<file path="config.mk">
export PLATFORM = sky130hd
export DESIGN_NAME = flappy_game_ctrl_flat
export DESIGN_NICKNAME = d
export VERILOG_FILES = /design/src/rtl/flappy_game_ctrl_if.sv /design/src/rtl/flappy_game_ctrl.sv /design/src/flat_wrapper.sv
export SDC_FILE = /design/constraint.sdc
export NUM_CORES = 1
export LEC_CHECK = 0
export ABC_AREA = 1
export CAP_MARGIN = 15
export CORE_MARGIN = 2
export CORE_UTILIZATION = 40
export CTS_BUF_LIST = sky130_fd_sc_hd__clkbuf_4 sky130_fd_sc_hd__clkbuf_8 sky130_fd_sc_hd__clkbuf_16
export DETAILED_ROUTE_END_ITERATION = 16
export PLACE_DENSITY = 0.76
export SLEW_MARGIN = 20
export SYNTH_ARGS = -nofsm -noshare
export SYNTH_HDL_FRONTEND = slang
export SYNTH_SLANG_ARGS = --single-unit
</file>
<file path="constraint.sdc">
create_clock -name clk -period 3.45 [get_ports clk]
set_clock_uncertainty 0.1 [all_clocks]
set_input_delay 0.69 -clock clk [delete_from_list [all_inputs] [get_ports clk]]
set_output_delay 0.69 -clock clk [all_outputs]
set_load 0.05 [all_outputs]
</file>
<file path="src/rtl/flappy_game_ctrl_if.sv">
// Signal bundle between the game sequencer and the rest of the Flappy Bird
// design: button pulses, the bird/pipe geometry, and the game status outputs.
interface flappy_game_ctrl_if;
    logic               frame_tick;
    logic               start_btn;
    logic               pause_btn;
    logic               jump_btn;
    logic signed [10:0] bird_y;
    logic signed [10:0] pipe_x;
    logic        [10:0] gap_top;
    logic        [10:0] gap_bot;
    logic        [1:0]  status;
    logic               pause;
    logic               jump;
    logic        [9:0]  score;
    logic        [9:0]  high_score;
    logic               game_over;

    modport master (
        output frame_tick, start_btn, pause_btn, jump_btn,
        output bird_y, pipe_x, gap_top, gap_bot,
        input  status, pause, jump, score, high_score, game_over
    );

    modport slave (
        input  frame_tick, start_btn, pause_btn, jump_btn,
        input  bird_y, pipe_x, gap_top, gap_bot,
        output status, pause, jump, score, high_score, game_over
    );
endinterface

</file>
<file path="src/rtl/flappy_game_ctrl.sv">
// Flappy Bird game sequencer: IDLE -> READY -> PLAY -> OVER, with pause,
// gated jump, collision detection, scoring and a high-score register.
module flappy_game_ctrl #(
    parameter int BIRD_X       = 100,
    parameter int BIRD_W       = 20,
    parameter int BIRD_H       = 20,
    parameter int PIPE_W       = 60,
    parameter int FLOOR_Y      = 445,
    parameter int READY_FRAMES = 60
) (
    input logic               clk,
    input logic               rst,
    flappy_game_ctrl_if.slave bus
);
    localparam int CW = $clog2(READY_FRAMES + 1);

    // Geometry constants in the 12-bit signed domain used for every compare.
    localparam logic signed [11:0] BX = 12'(BIRD_X);
    localparam logic signed [11:0] BW = 12'(BIRD_W);
    localparam logic signed [11:0] BH = 12'(BIRD_H);
    localparam logic signed [11:0] PW = 12'(PIPE_W);
    localparam logic signed [11:0] FY = 12'(FLOOR_Y);

    typedef enum logic [1:0] {
        S_IDLE  = 2'd0,
        S_READY = 2'd1,
        S_PLAY  = 2'd2,
        S_OVER  = 2'd3
    } state_t;

    state_t          state_q, state_d;
    logic            pause_q, pause_d;
    logic            jump_q, jump_d;
    logic            go_q, go_d;
    logic            passed_q, passed_d;
    logic [9:0]      score_q, score_d;
    logic [9:0]      high_q, high_d;
    logic [CW-1:0]   cnt_q, cnt_d;

    logic signed [11:0] by, px, gt, gb;
    logic               tick_live, hit_ground, hit_pipe, crossed, wrapped;

    // Sign/zero-extend geometry and evaluate collision and scoring conditions.
    always_comb begin
        by         = {bus.bird_y[10], bus.bird_y};
        px         = {bus.pipe_x[10], bus.pipe_x};
        gt         = {1'b0, bus.gap_top};
        gb         = {1'b0, bus.gap_bot};
        tick_live  = bus.frame_tick && !pause_q;
        hit_ground = by >= FY;
        hit_pipe   = (px < BX + BW) && (px + PW > BX) &&
                     ((by < gt) || (by + BH > gb));
        crossed    = (px + PW) < BX;
        wrapped    = px > (BX + BW);
    end

    // Next-state and next-output logic for the game sequencer.
    always_comb begin
        state_d  = state_q;
        pause_d  = pause_q;
        score_d  = score_q;
        high_d   = high_q;
        cnt_d    = cnt_q;
        passed_d = passed_q;
        go_d     = 1'b0;
        jump_d   = bus.jump_btn && (state_q == S_PLAY) && !pause_q;

        unique case (state_q)
            S_IDLE: begin
                score_d  = '0;
                cnt_d    = '0;
                passed_d = 1'b0;
                if (bus.start_btn) state_d = S_READY;
            end
            S_READY: begin
                if (bus.frame_tick) begin
                    if (cnt_q == CW'(READY_FRAMES - 1)) begin
                        cnt_d   = '0;
                        state_d = S_PLAY;
                    end else begin
                        cnt_d = cnt_q + 1'b1;
                    end
                end
            end
            S_PLAY: begin
                // A hit pre-empts both the pause toggle and scoring on the same cycle.
                if (tick_live && (hit_ground || hit_pipe)) begin
                    state_d = S_OVER;
                    go_d    = 1'b1;
                    if (score_q > high_q) high_d = score_q;
                end else begin
                    if (bus.pause_btn) pause_d = !pause_q;
                    if (tick_live) begin
                        if (crossed && !passed_q) begin
                            if (score_q != '1) score_d = score_q + 10'd1;
                            passed_d = 1'b1;
                        end else if (wrapped) begin
                            passed_d = 1'b0;
                        end
                    end
                end
            end
            S_OVER: begin
                cnt_d = '0;
                if (bus.start_btn) begin
                    state_d  = S_READY;
                    score_d  = '0;
                    passed_d = 1'b0;
                end
            end
        endcase

        if (state_d != S_PLAY) pause_d = 1'b0;
    end

    // State and output registers.
    always_ff @(posedge clk or posedge rst) begin
        if (rst) begin
            state_q  <= S_IDLE;
            pause_q  <= 1'b0;
            jump_q   <= 1'b0;
            go_q     <= 1'b0;
            passed_q <= 1'b0;
            score_q  <= '0;
            high_q   <= '0;
            cnt_q    <= '0;
        end else begin
            state_q  <= state_d;
            pause_q  <= pause_d;
            jump_q   <= jump_d;
            go_q     <= go_d;
            passed_q <= passed_d;
            score_q  <= score_d;
            high_q   <= high_d;
            cnt_q    <= cnt_d;
        end
    end

    assign bus.status     = state_q;
    assign bus.pause      = pause_q;
    assign bus.jump       = jump_q;
    assign bus.score      = score_q;
    assign bus.high_score = high_q;
    assign bus.game_over  = go_q;
endmodule
</file>
<file path="src/flat_wrapper.sv">
// flat-port wrapper written by rule: the top's interface ports become plain ports
module flappy_game_ctrl_flat 
#(
    parameter int BIRD_X       = 100,
    parameter int BIRD_W       = 20,
    parameter int BIRD_H       = 20,
    parameter int PIPE_W       = 60,
    parameter int FLOOR_Y      = 445,
    parameter int READY_FRAMES = 60
)
  (clk, rst, bus_frame_tick, bus_start_btn, bus_pause_btn, bus_jump_btn, bus_bird_y, bus_pipe_x, bus_gap_top, bus_gap_bot, bus_status, bus_pause, bus_jump, bus_score, bus_high_score, bus_game_over);
  flappy_game_ctrl_if bus_i ();
  input logic clk;
  input logic rst;
  input wire logic [$bits(bus_i.frame_tick)-1:0] bus_frame_tick;
  input wire logic [$bits(bus_i.start_btn)-1:0] bus_start_btn;
  input wire logic [$bits(bus_i.pause_btn)-1:0] bus_pause_btn;
  input wire logic [$bits(bus_i.jump_btn)-1:0] bus_jump_btn;
  input wire logic [$bits(bus_i.bird_y)-1:0] bus_bird_y;
  input wire logic [$bits(bus_i.pipe_x)-1:0] bus_pipe_x;
  input wire logic [$bits(bus_i.gap_top)-1:0] bus_gap_top;
  input wire logic [$bits(bus_i.gap_bot)-1:0] bus_gap_bot;
  output wire logic [$bits(bus_i.status)-1:0] bus_status;
  output wire logic [$bits(bus_i.pause)-1:0] bus_pause;
  output wire logic [$bits(bus_i.jump)-1:0] bus_jump;
  output wire logic [$bits(bus_i.score)-1:0] bus_score;
  output wire logic [$bits(bus_i.high_score)-1:0] bus_high_score;
  output wire logic [$bits(bus_i.game_over)-1:0] bus_game_over;
  assign bus_i.frame_tick = bus_frame_tick;
  assign bus_i.start_btn = bus_start_btn;
  assign bus_i.pause_btn = bus_pause_btn;
  assign bus_i.jump_btn = bus_jump_btn;
  assign bus_i.bird_y = bus_bird_y;
  assign bus_i.pipe_x = bus_pipe_x;
  assign bus_i.gap_top = bus_gap_top;
  assign bus_i.gap_bot = bus_gap_bot;
  assign bus_status = bus_i.status;
  assign bus_pause = bus_i.pause;
  assign bus_jump = bus_i.jump;
  assign bus_score = bus_i.score;
  assign bus_high_score = bus_i.high_score;
  assign bus_game_over = bus_i.game_over;
  flappy_game_ctrl #(.BIRD_X(BIRD_X), .BIRD_W(BIRD_W), .BIRD_H(BIRD_H), .PIPE_W(PIPE_W), .FLOOR_Y(FLOOR_Y), .READY_FRAMES(READY_FRAMES)) u_core (.clk(clk), .rst(rst), .bus(bus_i));
endmodule
</file>
* Word level (Yosys, flattened, before mapping)
Cells that the tools add are included.
** Cells by class
- Reductions and logical operators :: 22
- Add/subtract/negate cells :: 4
- Equality and inequality tests :: 14
- $lt $le $gt $ge :: 8
- Multiplexer cells :: 26
** Operators by type and width (number)
- $mux 10 :: 5
- $pmux 10 s3 :: 1
- $ne 2x2->1 const B :: 7
- $add 11x6->12 const B :: 1
- $add 11x7->12 const B :: 1
- $gt 12x12->1 :: 1
- $gt 12x8->1 const B :: 1
- $lt 11x12->1 :: 1
- $lt 12x8->1 const B :: 1
- $mux 6 :: 2
- $pmux 6 s2 :: 1
- $ge 11x10->1 const B :: 1
- $gt 11x8->1 const B :: 1
- $lt 11x8->1 const B :: 1
- $mux 1 :: 11
- $add 10x1->10 const B :: 1
- $gt 10x10->1 :: 1
- $ne 10x10->1 const B :: 1
- $mux 2 :: 4
- $logic_and 1x1->1 :: 7
- $add 6x1->6 const B :: 1
- $eq 6x6->1 const B :: 1
- $pmux 2 s3 :: 1
- $reduce_and 3->1 :: 2
- other kinds (14) :: 19
** Storage, ports and cells
- Output and inout bits :: 25
- Bits in registers :: 32
- Word-level logic and storage cells :: 82

* Logic depth before layout (Yosys ltp)
- Depth in word-level cells :: 11
- Depth in mapped cells :: 24
- Gate-level depth less buffers :: 23

* Worst setup path after synthesis
Ideal clock, no wire load.
- Path type :: in2reg
- From :: input bus_bird_y[2]
- To :: register u_core.high_q[3] (netlist: u_core.bus.high_score[3])
- Stages on the path :: 24
- Arrival :: 2596 ps
- Setup time :: 119 ps
- Setup slack :: 635 ps
- Cells stage by stage :: ha_1 -> nor2_1 -> nor2_1 -> nor2_1 -> nor2_1 -> ha_1 -> nand2_1 -> nor2_1 -> nand2_1 -> nand2_1 -> nand2_1 -> nand2_1 -> nand2_1 -> nand2_1 -> nand2_1 -> nand2_1 -> nand2_1 -> nand2_2 -> nand3_4 -> inv_4 -> nand2_4 -> buf_6 -> nand2_1 -> nand2_1
** On the way
- Cells in the longest elaborated chain, start to end :: 7
- Elaborated cells on any way between the ends :: 9
- Classes of those cells :: 1 x add/sub; 3 x order compare; 5 x reduce/logical
** Ends and longest elaborated chain
- from (decl) :: RTL line flat_wrapper.sv:19 : input wire logic [$bits(bus_i.bird_y)-1:0] bus_bird_y;
- $add 11x6->12 :: RTL line flappy_game_ctrl.sv:52 : ((by < gt) || (by + BH > gb));
- $gt 12x12->1 :: RTL line flappy_game_ctrl.sv:52
- $logic_or 1x1->1 :: RTL line flappy_game_ctrl.sv:52
- $logic_and 1x1->1 :: RTL line flappy_game_ctrl.sv:51 : hit_pipe = (px < BX + BW) && (px + PW > BX) &&
- $logic_or 1x1->1 (*) :: RTL line flappy_game_ctrl.sv:87 : if (tick_live && (hit_ground || hit_pipe)) begin
- $logic_and 1x1->1 (*) :: RTL line flappy_game_ctrl.sv:87
- $reduce_and 3->1 (no source line) (*)
- to (signal assigned) :: RTL line flappy_game_ctrl.sv:134 : high_q <= high_d;
- to (decl) :: RTL line flappy_game_ctrl.sv:37 : logic [9:0] high_q, high_d;
Every way passes the cells marked *; elsewhere a longest branch is shown, timed or not.
A chain may end at the register's enable or synchronous reset.

* Worst setup path in the final report
- From :: input bus_bird_y[4]
- To :: register u_core.high_q[6] (netlist: u_core.bus.high_score[6])
The elaborated chain is that of the path after synthesis.

==> impl_metrics.ini <==
[synthesis]
synth.cells.most_frequent = nand2_1 (98), inv_1 (80), ha_1 (36), dfrtp_1 (32), nor2_1 (27)
synth_seq_cells = 32
ys_top_cells_by_area = dfrtp_1 (28%), ha_1 (16%), nand2_1 (13%), inv_1 (10%), nand3_1 (4.5%)
syn_inst = 414
synth_top_family_by_area = simple AND/OR/NAND/NOR gates
muxShareOfSynthArea = 0
synth-seq-area-share = 0.280
synth_area_leader_cell = dfrtp_1
async_flop_share = 1.00
synth_compound_area_frac = 0.135
synth_nets = 500
post_synth_and_or_nand_nor_area_fraction = 0.282
yosysMostFrequentCell = nand2_1
ys.warnings.count = 0
synth_xor_area_frac = 0.0214
synth_ff_type = dfrtp_1
syn_avg_cell_area_um2 = 6.91
synth.distinct_cells = 36
synthAdderAreaFrac = 0.157
synth_edf_count = 0
synth_top_area_frac = 0.280
synth_area_um2 = 2860

[layout]
antenna_cells = 0
syn_to_final_growth_pct = 35.2
nets = 583
drive_above_1_share = 0.0904

[status]
outcome = finished, final reports clean

[drt]
dr.first_iter.drc_count = 148
drc = 0
antenna_left = 0
via_per_inst = 4.83
firstDrtPassIters = 4
dr_total_vias = 2869
wl_per_cell_um = 11.9
routed_wirelength_mm = 7.08

[power_and_ir_drop]
p_per_area_nw_per_um2 = 425
ir_drop_uv = 371
report.power.total_w = 0.00164
p_leak_nw = 1.94

[floorplan]
die_area_um2 = 7850
core-area_um2 = 6870
die_h_um = 88.6
die_w_um = 88.6
start_util = 0.417
ios = 75
fp-row-count = 30

[worst_hold_path]
min_path_cells = 2
worstHoldStart = u_core.bus.high_score[4]$_DFFE_PP0P_
holdPathEnd = u_core.bus.high_score[4]$_DFFE_PP0P_
hp-class = flop to flop

[clock_network]
cts.sinks = 32
ctsHoldBuffers = 0
insertion_delay_ps = 290
cts_buffers = 5
cts_tree = yes
clkTransAtPathRegs_ps = 70
root_buffer = clkbuf_8
ctsLongestPathBuffers = 2
htreeDepth = 2

[global_routing]
grt_max_degree = 33
grt_pass1_vias = 2757
overflow = 0
antenna_found_initial = 0
gr-usage-all-layers = 0.194
grt_pass1_wl_mm = 12.1

[sta]
post-route-period-util = 0.890
setup_viol = 0
rsz0062_at_grt = false
worst_slew_pin_slew_ps = 544
finalCriticalPeriod_ps = 3070
drv_slew = 0
hold_viol = 0
finalSetupTns_ps = 0
max_freq_mhz = 326
relSlewSlack = 0.634

[worst_setup_path]
rr_worst_depth = 9
r2r_start = u_core.bus.status[0]$_DFF_PP0_
end_kind = flop
ff2ff_setup_slack_ps = 1070
start_kind = input pin
crit_arrival_ps = 3150
r2r-end = u_core.cnt_q[5]$_DFFE_PP0P_
cp-startpoint = bus_bird_y[4]
critPathMaxFanout = 18
worstSetupPathType = input pin to flop
required_ps = 3530

[flow_run]
drv.max_cap_violation_count = 0

[place]
dp_hpwl_mm = 5.79
routabilityCongestion = 0.917
io_buffers = 74
worst max-delay path, stage by stage:
cell             delay (ps)
clkdlybuf4s50_1         510
inv_1                    50
nand2_1                  90
nand3_1                 110
xnor2_1                 150
ha_1                    310
nand2_1                  90
nor2_2                  130
nand2_1                  60
nand2_1                  50
nand2_1                  40
nand2_1                  50
nand2_1                  50
nand2_1                  50
nand2_1                  40
nand2_1                  50
nand2_1                  70
nand2_2                  90
nand3_4                  90
inv_4                   120
nand2_8                 110
nand2_1                 100
o21ai_2                  50
flip-flops by register name, indices dropped and copies added, names as in the netlist:
| name | cells |
|---|---|
| u_core.bus.high_score | 10 |
| u_core.bus.score | 10 |
| u_core.cnt_q | 6 |
| u_core.bus.status | 2 |
| u_core.bus.game_over | 1 |
| u_core.bus.jump | 1 |
| u_core.bus.pause | 1 |
| u_core.passed_q | 1 |
placed cells by master, fill, tap and decap left out, drive strengths merged, types with 2 or more instances in the layout:
cell type      netlist  layout
nand2              105     105
dlymetal6s2s         0       2
or2                  4       4
nor2                28      28
clkbuf               1       6
nand3               28      28
and3                 2       2
dfrtp               32      32
ha                  36      36
inv                 86      86
buf                  4       7
a31oi                2       2
clkinv               0       2
nand3b               2       2
a21oi               19      19
nand4                6       6
xnor2                2       2
clkdlybuf4s50        0      72
nor3                 6       6
o21ai               37      37
xor2                 5       5
a21o                 2       2
logic make-up after synthesis:
kind of cell	count (synthesis)
flip-flops	32
XOR/XNOR	7
adder cells (fa/ha/maj)	36
AO/OA/AOI/OAI	66
buffers and inverters	91
AND/OR/NAND/NOR	182
worst max-delay path by stage:
stage / endpoint / slack (ps) / cells past startpoint
global route: u_core.bus.high_score[5]$_DFFE_PP0P_ / 110 / 23
finish: u_core.bus.high_score[6]$_DFFE_PP0P_ / 380 / 23
floorplan: u_core.bus.high_score[3]$_DFFE_PP0P_ / 630 / 24
detailed placement: u_core.bus.high_score[1]$_DFFE_PP0P_ / -60 / 24
CTS: u_core.bus.high_score[1]$_DFFE_PP0P_ / 250 / 24
global placement: u_core.bus.high_score[5]$_DFFE_PP0P_ / -40 / 24
power breakdown:
group,internal [W],switching [W]
sequential,0.000421,0.0000486
clock,0.000159,0.000143
combinational,0.000327,0.000545
area by class of cell:
cell class | count | area, um^2
fill | 640 | 3000
inverter | 86 | 325
timing repair buffer | 81 | 811
clock inverter | 2 | 10.0
clock buffer | 6 | 82.6
multi-input combinational | 291 | 1720
sequential | 32 | 801
tap | 96 | 120
through the flow:
stage / std cells / worst slack (ps) / hold WS, ps / util / area [um^2]
final: 594 / 379 / 401 / 0.563 / 3870
after floorplan: 414 / 635 / 359 / - / 2860
after global routing: 594 / 109 / 438 / 0.563 / 3870
after global placement: 586 / -37.0 / 377 / 0.547 / 3760
after CTS: 594 / 248 / 400 / 0.561 / 3850
after detailed placement: 586 / -58.6 / 384 / 0.547 / 3760
routing by layer:
metal  vias to the layer above  GRT usage  share of wire
met1                      1305      0.252           0.46
met5                         -          0              0
met2                        53      0.340           0.49
met4                         0     0.0579          0.018
li1                       1500          -              -
met3                        11     0.0224          0.035
repair_timing:
item	4_1_cts	5_1_grt
setup endpoints to repair	0	17
resized for setup	0	5
setup buffers	0	0
Power figures use the tool's default switching activity.
